[src/rtl/xcom_link_tx.sv]
// XCOM link serial transmitter: captures one command packet over a four-phase
// req/ack handshake and sends it MSB-first on a data + toggle-clock pair.
module xcom_link_tx #(
  parameter int GAP_CYC = 32
) (
  input  logic        x_clk_i,
  input  logic        x_rst_i,
  input  logic        tx_req_i,
  output logic        tx_ack_o,
  input  logic [3:0]  tx_cmd_i,
  input  logic [3:0]  tx_dst_i,
  input  logic [31:0] tx_data_i,
  input  logic [2:0]  tx_div_i,
  output logic        tx_ready_o,
  output logic        tx_busy_o,
  output logic        tx_dt_o,
  output logic        tx_ck_o
);

  localparam int GW = $clog2(GAP_CYC + 1);
  localparam logic [GW-1:0] GAP_LAST = GW'(GAP_CYC - 1);

  typedef enum logic [1:0] {IDLE, SHIFT, GAP} state_e;

  state_e        state_q, state_d;
  logic [39:0]   sr_q, sr_d;
  logic          ck_q, ck_d;
  logic          ack_q, ack_d;
  logic          half_q, half_d;
  logic [2:0]    hcnt_q, hcnt_d;
  logic [2:0]    div_q, div_d;
  logic [5:0]    bcnt_q, bcnt_d;
  logic [5:0]    last_q, last_d;
  logic [GW-1:0] gcnt_q, gcnt_d;
  logic          capture;
  logic [31:0]   payload;
  logic [5:0]    last_idx;

  // Left-justify the payload under the header and pick the index of the final bit.
  always_comb begin
    payload  = '0;
    last_idx = 6'd7;
    case (tx_cmd_i[2:1])
      2'b00:   begin payload = '0;                        last_idx = 6'd7;  end
      2'b01:   begin payload = {tx_data_i[7:0], 24'h0};   last_idx = 6'd15; end
      2'b10:   begin payload = {tx_data_i[15:0], 16'h0};  last_idx = 6'd23; end
      default: begin payload = tx_data_i;                 last_idx = 6'd39; end
    endcase
  end

  assign capture = (state_q == IDLE) && tx_req_i && !ack_q;

  always_comb begin
    state_d = state_q;
    sr_d    = sr_q;
    ck_d    = ck_q;
    half_d  = half_q;
    hcnt_d  = hcnt_q;
    div_d   = div_q;
    bcnt_d  = bcnt_q;
    last_d  = last_q;
    gcnt_d  = gcnt_q;
    ack_d   = ack_q;
    if (capture)        ack_d = 1'b1;
    else if (!tx_req_i) ack_d = 1'b0;

    case (state_q)
      IDLE: begin
        if (capture) begin
          sr_d    = {tx_cmd_i, tx_dst_i, payload};
          last_d  = last_idx;
          div_d   = tx_div_i;
          hcnt_d  = '0;
          half_d  = 1'b0;
          bcnt_d  = '0;
          state_d = SHIFT;
        end
      end
      SHIFT: begin
        // First half of a bit ends with the clock toggle, second half with the shift.
        if (hcnt_q == div_q) begin
          hcnt_d = '0;
          half_d = !half_q;
          if (!half_q) begin
            ck_d = !ck_q;
          end else if (bcnt_q == last_q) begin
            sr_d    = '0;
            gcnt_d  = '0;
            state_d = GAP;
          end else begin
            sr_d   = {sr_q[38:0], 1'b0};
            bcnt_d = bcnt_q + 6'd1;
          end
        end else begin
          hcnt_d = hcnt_q + 3'd1;
        end
      end
      GAP: begin
        if (gcnt_q == GAP_LAST) state_d = IDLE;
        else                    gcnt_d  = gcnt_q + GW'(1);
      end
      default: state_d = IDLE;
    endcase
  end

  always_ff @(posedge x_clk_i) begin
    if (x_rst_i) begin
      state_q <= IDLE;
      sr_q    <= '0;
      ck_q    <= 1'b0;
      ack_q   <= 1'b0;
      half_q  <= 1'b0;
      hcnt_q  <= '0;
      div_q   <= '0;
      bcnt_q  <= '0;
      last_q  <= '0;
      gcnt_q  <= '0;
    end else begin
      state_q <= state_d;
      sr_q    <= sr_d;
      ck_q    <= ck_d;
      ack_q   <= ack_d;
      half_q  <= half_d;
      hcnt_q  <= hcnt_d;
      div_q   <= div_d;
      bcnt_q  <= bcnt_d;
      last_q  <= last_d;
      gcnt_q  <= gcnt_d;
    end
  end

  assign tx_dt_o    = sr_q[39];
  assign tx_ck_o    = ck_q;
  assign tx_ack_o   = ack_q;
  assign tx_busy_o  = (state_q != IDLE);
  assign tx_ready_o = (state_q == IDLE) && !ack_q;

endmodule

[config.mk]
export PLATFORM = sky130hd
export DESIGN_NAME = xcom_link_tx
export DESIGN_NICKNAME = d
export VERILOG_FILES = /design/src/rtl/xcom_link_tx.sv
export SDC_FILE = /design/constraint.sdc
export NUM_CORES = 1
export LEC_CHECK = 0
export CAP_MARGIN = 20
export CORE_ASPECT_RATIO = 0.7
export CORE_MARGIN = 2
export CORE_UTILIZATION = 55
export DETAILED_ROUTE_END_ITERATION = 8
export PLACE_DENSITY = 0.77
export SYNTH_ARGS = -nofsm -noshare
export SYNTH_HDL_FRONTEND = slang
export SYNTH_SLANG_ARGS = --single-unit
[constraint.sdc]
create_clock -name x_clk_i -period 5.05 [get_ports x_clk_i]
set_input_delay 1.01 -clock x_clk_i [delete_from_list [all_inputs] [get_ports x_clk_i]]
set_output_delay 1.01 -clock x_clk_i [all_outputs]
set_load 0.02 [all_outputs]
==> reports/results.tsv <==
stage	metric	value	unit
status	run_status	finished, final reports clean	
clock_tree	cts_tree	done	
floorplanning	rows	25	
clock_tree	worst_skew_pair.late_latency	0.34	ns
yosys	synth_compound_gate_area_share	0.318	
power_and_ir_drop	ir_drop	194	uV
sta	fin_hold_ws	0.479	ns
floorplanning	num_io_pins	51	
power_and_ir_drop	design_power_total	1.43	mW
layout	final_cell_count_no_fill	532	
floorplanning	dieArea	7470	um^2
sta	final.setup.tns	0	ns
placement	place_area	4140	um^2
setup_path	required	5.26	ns
routing	drc_errors	0	
yosys	yosys_warnings	0	
routing	dr_total_vias	3512	
placement	port_buffers	50	
sta	finalHoldViolCount	0	
setup_path	rrSetupSlack	2.55	ns
clock_tree	clockBufferDepth	2	
placement	dp.cells	515	
layout	mostFrequentLayoutCells	dfxtp_1 (67), a21oi_1 (54), clkdlybuf4s50_1 (49), nand3_1 (37), nand2_1 (29)	
clock_tree	path_clk_slew	0.07	ns
layout	syn_to_final_growth	17.8	%
yosys	synth-seq-cells	67	
power_and_ir_drop	leakage	1.45	nW
setup_path	worstPathArrival	3.40	ns
clock_tree	htreeDepth	3	
sta	worstMarginPinSlew	1.08	ns
routing	drt_iter0_markers	293	
grt	antenna_found_initial	0	
yosys	synthSimpleGateAreaFrac	0.155	
yosys	ys.flop_type	dfxtp_1	
routing	avgRoutedWirePerCell	18.8	um
flow_run	cap_viol_max_count	0	
clock_tree	postCtsHoldBufs	0	
layout	nNetsFinal	483	
yosys	synth_area	3730	um^2
layout	fill_cells	567	
yosys	syn_inst	410	
sta	layout_worst_path_cycle_share	0.630	
clock_tree	cts_buffers	9	
sta	fin_ws	1.87	ns
sta	fmax	314	MHz
grt	grt_pass1_vias	3246	
placement	place.gp.congestion	0.829	
grt	grt_max_degree	44	
routing	wl_met3	587	um
yosys	synth_xor_area_frac	0.0272	
clock_tree	root_buffer	clkbuf_8	
routing	wl_met2	4580	um
floorplanning	die_h	72.9	um
setup_path	worstRegToRegCells	5	
floorplanning	die_w	102	um
yosys	synth_top_family_by_area	compound AO/OA/AOI/OAI gates	
layout	multi_input_area	2130	um^2
worst_hold_path	worstHoldPathType	reg -> reg	
sta	drv_slew	0	
setup_path	r2r_start	bcnt_q[0]	
yosys	synth.area.mux_share	0.0510	
layout	design_area	4400	um^2
routing	met1_length	4710	um
routing	routed_wl	9990	um
routing	firstDrtPassIters	5	
yosys	syn_area_per_cell	9.10	um^2
grt	grt_pass1_wl	15900	um
routing	top_layer	met4	
setup_path	start_kind	primary input	
sta	slew_headroom	0.280	
setup_path	crit_fanout	21	
sta	rsz0062_at_grt	no	
clock_tree	cts.sinks	67	
sta	skew	0.00636	ns
placement	dp_hpwl	6310	um
sta	fin_crit	3.18	ns
floorplanning	coreArea	6660	um^2
layout	n_antenna_cell	0	
setup_path	rr_endpoint	gcnt_q[2]	
clock_tree	cts_setup_buffers	0	
routing	postRouteAntennaNets	0	
yosys	yosysSeqAreaShare	0.359	
power_and_ir_drop	p_per_area	325	nW/um^2
layout	ff_latch_area	1340	um^2
layout	drive_gt1_frac	0.146	
grt	grt_use_total	0.271	
clock_tree	cts-resized-gates	0	
placement	place_ws	1.66	ns
setup_path	worstSetupEndpointType	register	
yosys	async_reset_ff_frac	0	
grt	gr-total-overflow	0	
setup_path	cp-endpoint	sr_q[29]	
yosys	synth_fa_ha_area_frac	0.0101	
yosys	synth_edf_count	0	
routing	avgViaCountPerCell	6.60	
sta	setup_viol	0	
yosys	syn-num-nets	459	
yosys	synth_cell_type_count	57	
layout	final_util	0.660	
setup_path	crit_start	tx_cmd_i[2]	
setup_path	worstSetupPathType	in -> reg	
floorplanning	initial_core_util	0.560	
layout	layout_commonest_cell	dfxtp_1	
## flip-flops by register name, indices dropped and copies added (netlist names)
| signal | count |
|---|---|
| bcnt_q | 6 |
| tx_ck_o | 1 |
| tx_ack_o | 1 |
| gcnt_q | 6 |
| half_q | 1 |
| sr_q | 40 |
| last_q | 4 |
| div_q | 3 |
| state_q | 2 |
| hcnt_q | 3 |
## final cells by class
class                   count  share of cell area
repair buffers             57               0.132
inverters                   4             0.00341
clock buffers              14              0.0415
well taps                  94              0.0268
multi-input cells         295               0.484
clock inverters             1             0.00683
flip-flops and latches     67               0.305
## report_power, final
part / internal [mW] / leakage (nW) / switching [mW]
clock: 0.280 / 0.109 / 0.200
combinational: 0.141 / 0.792 / 0.195
sequential: 0.577 / 0.550 / 0.0342
## layer usage
| metal | up-vias | global-route usage |
|---|---|---|
| met4 | 0 | 0.0726 |
| met5 | - | 0 |
| met1 | 1716 | 0.388 |
| li1 | 1640 | - |
| met3 | 13 | 0.0651 |
| met2 | 143 | 0.408 |
## how the worst min path moves through the flow
| stage | from | depth (start not counted) | slack, ns | to |
|---|---|---|---|---|
| after CTS | last_q[5] | 2 | 0.48 | last_q[5] |
| final | last_q[5] | 2 | 0.48 | last_q[5] |
| after global routing | last_q[3] | 2 | 0.50 | last_q[3] |
| after global placement | last_q[4] | 2 | 0.46 | last_q[4] |
| after detailed placement | last_q[5] | 2 | 0.46 | last_q[5] |
| after floorplan | last_q[4] | 2 | 0.44 | last_q[4] |
## critical path: stages
cell,delay [ns]
clkdlybuf4s50_1,1.04
nor2b_1,0.66
a22o_1,0.24
nand2_1,0.06
a311oi_1,0.37
## cell families (layout without fill, tap and decap cells)
kind of cell | Yosys count | in the layout
AOI/OAI and AO/OA | 156 | 156
DFF | 67 | 67
and+or+nand+nor | 110 | 110
xor gates and xnor gates | 9 | 9
muxes | 17 | 17
buffers and inverters | 48 | 76
adders and majority gates | 3 | 3
## cells in the mapped netlist (all sizes together), types with 2 or more instances
master | n | area (um^2)
a32oi | 15 | 131
dfxtp | 67 | 1340
nor4 | 4 | 25.0
or2 | 2 | 12.5
nand2 | 29 | 109
o22ai | 2 | 12.5
a211oi | 18 | 135
xnor2 | 6 | 75.1
clkbuf | 14 | 62.6
nor2 | 7 | 26.3
a31oi | 3 | 18.8
nand4 | 7 | 50.1
dlygate4sd1 | 3 | 26.3
or4 | 2 | 15.0
a311oi | 27 | 299
nand3 | 37 | 185
nand2b | 9 | 56.3
nor2b | 5 | 31.3
a21oi | 57 | 293
o311ai | 3 | 26.3
xor2 | 3 | 26.3
a22o | 8 | 70.1
o21ai | 4 | 20.0
o31ai | 5 | 37.5
mux2 | 16 | 180
ha | 3 | 37.5
buf | 27 | 195
a21o | 2 | 15.0
inv | 4 | 15.0
or3 | 3 | 18.8
Note: power is estimated with default switching activity, not from simulation.
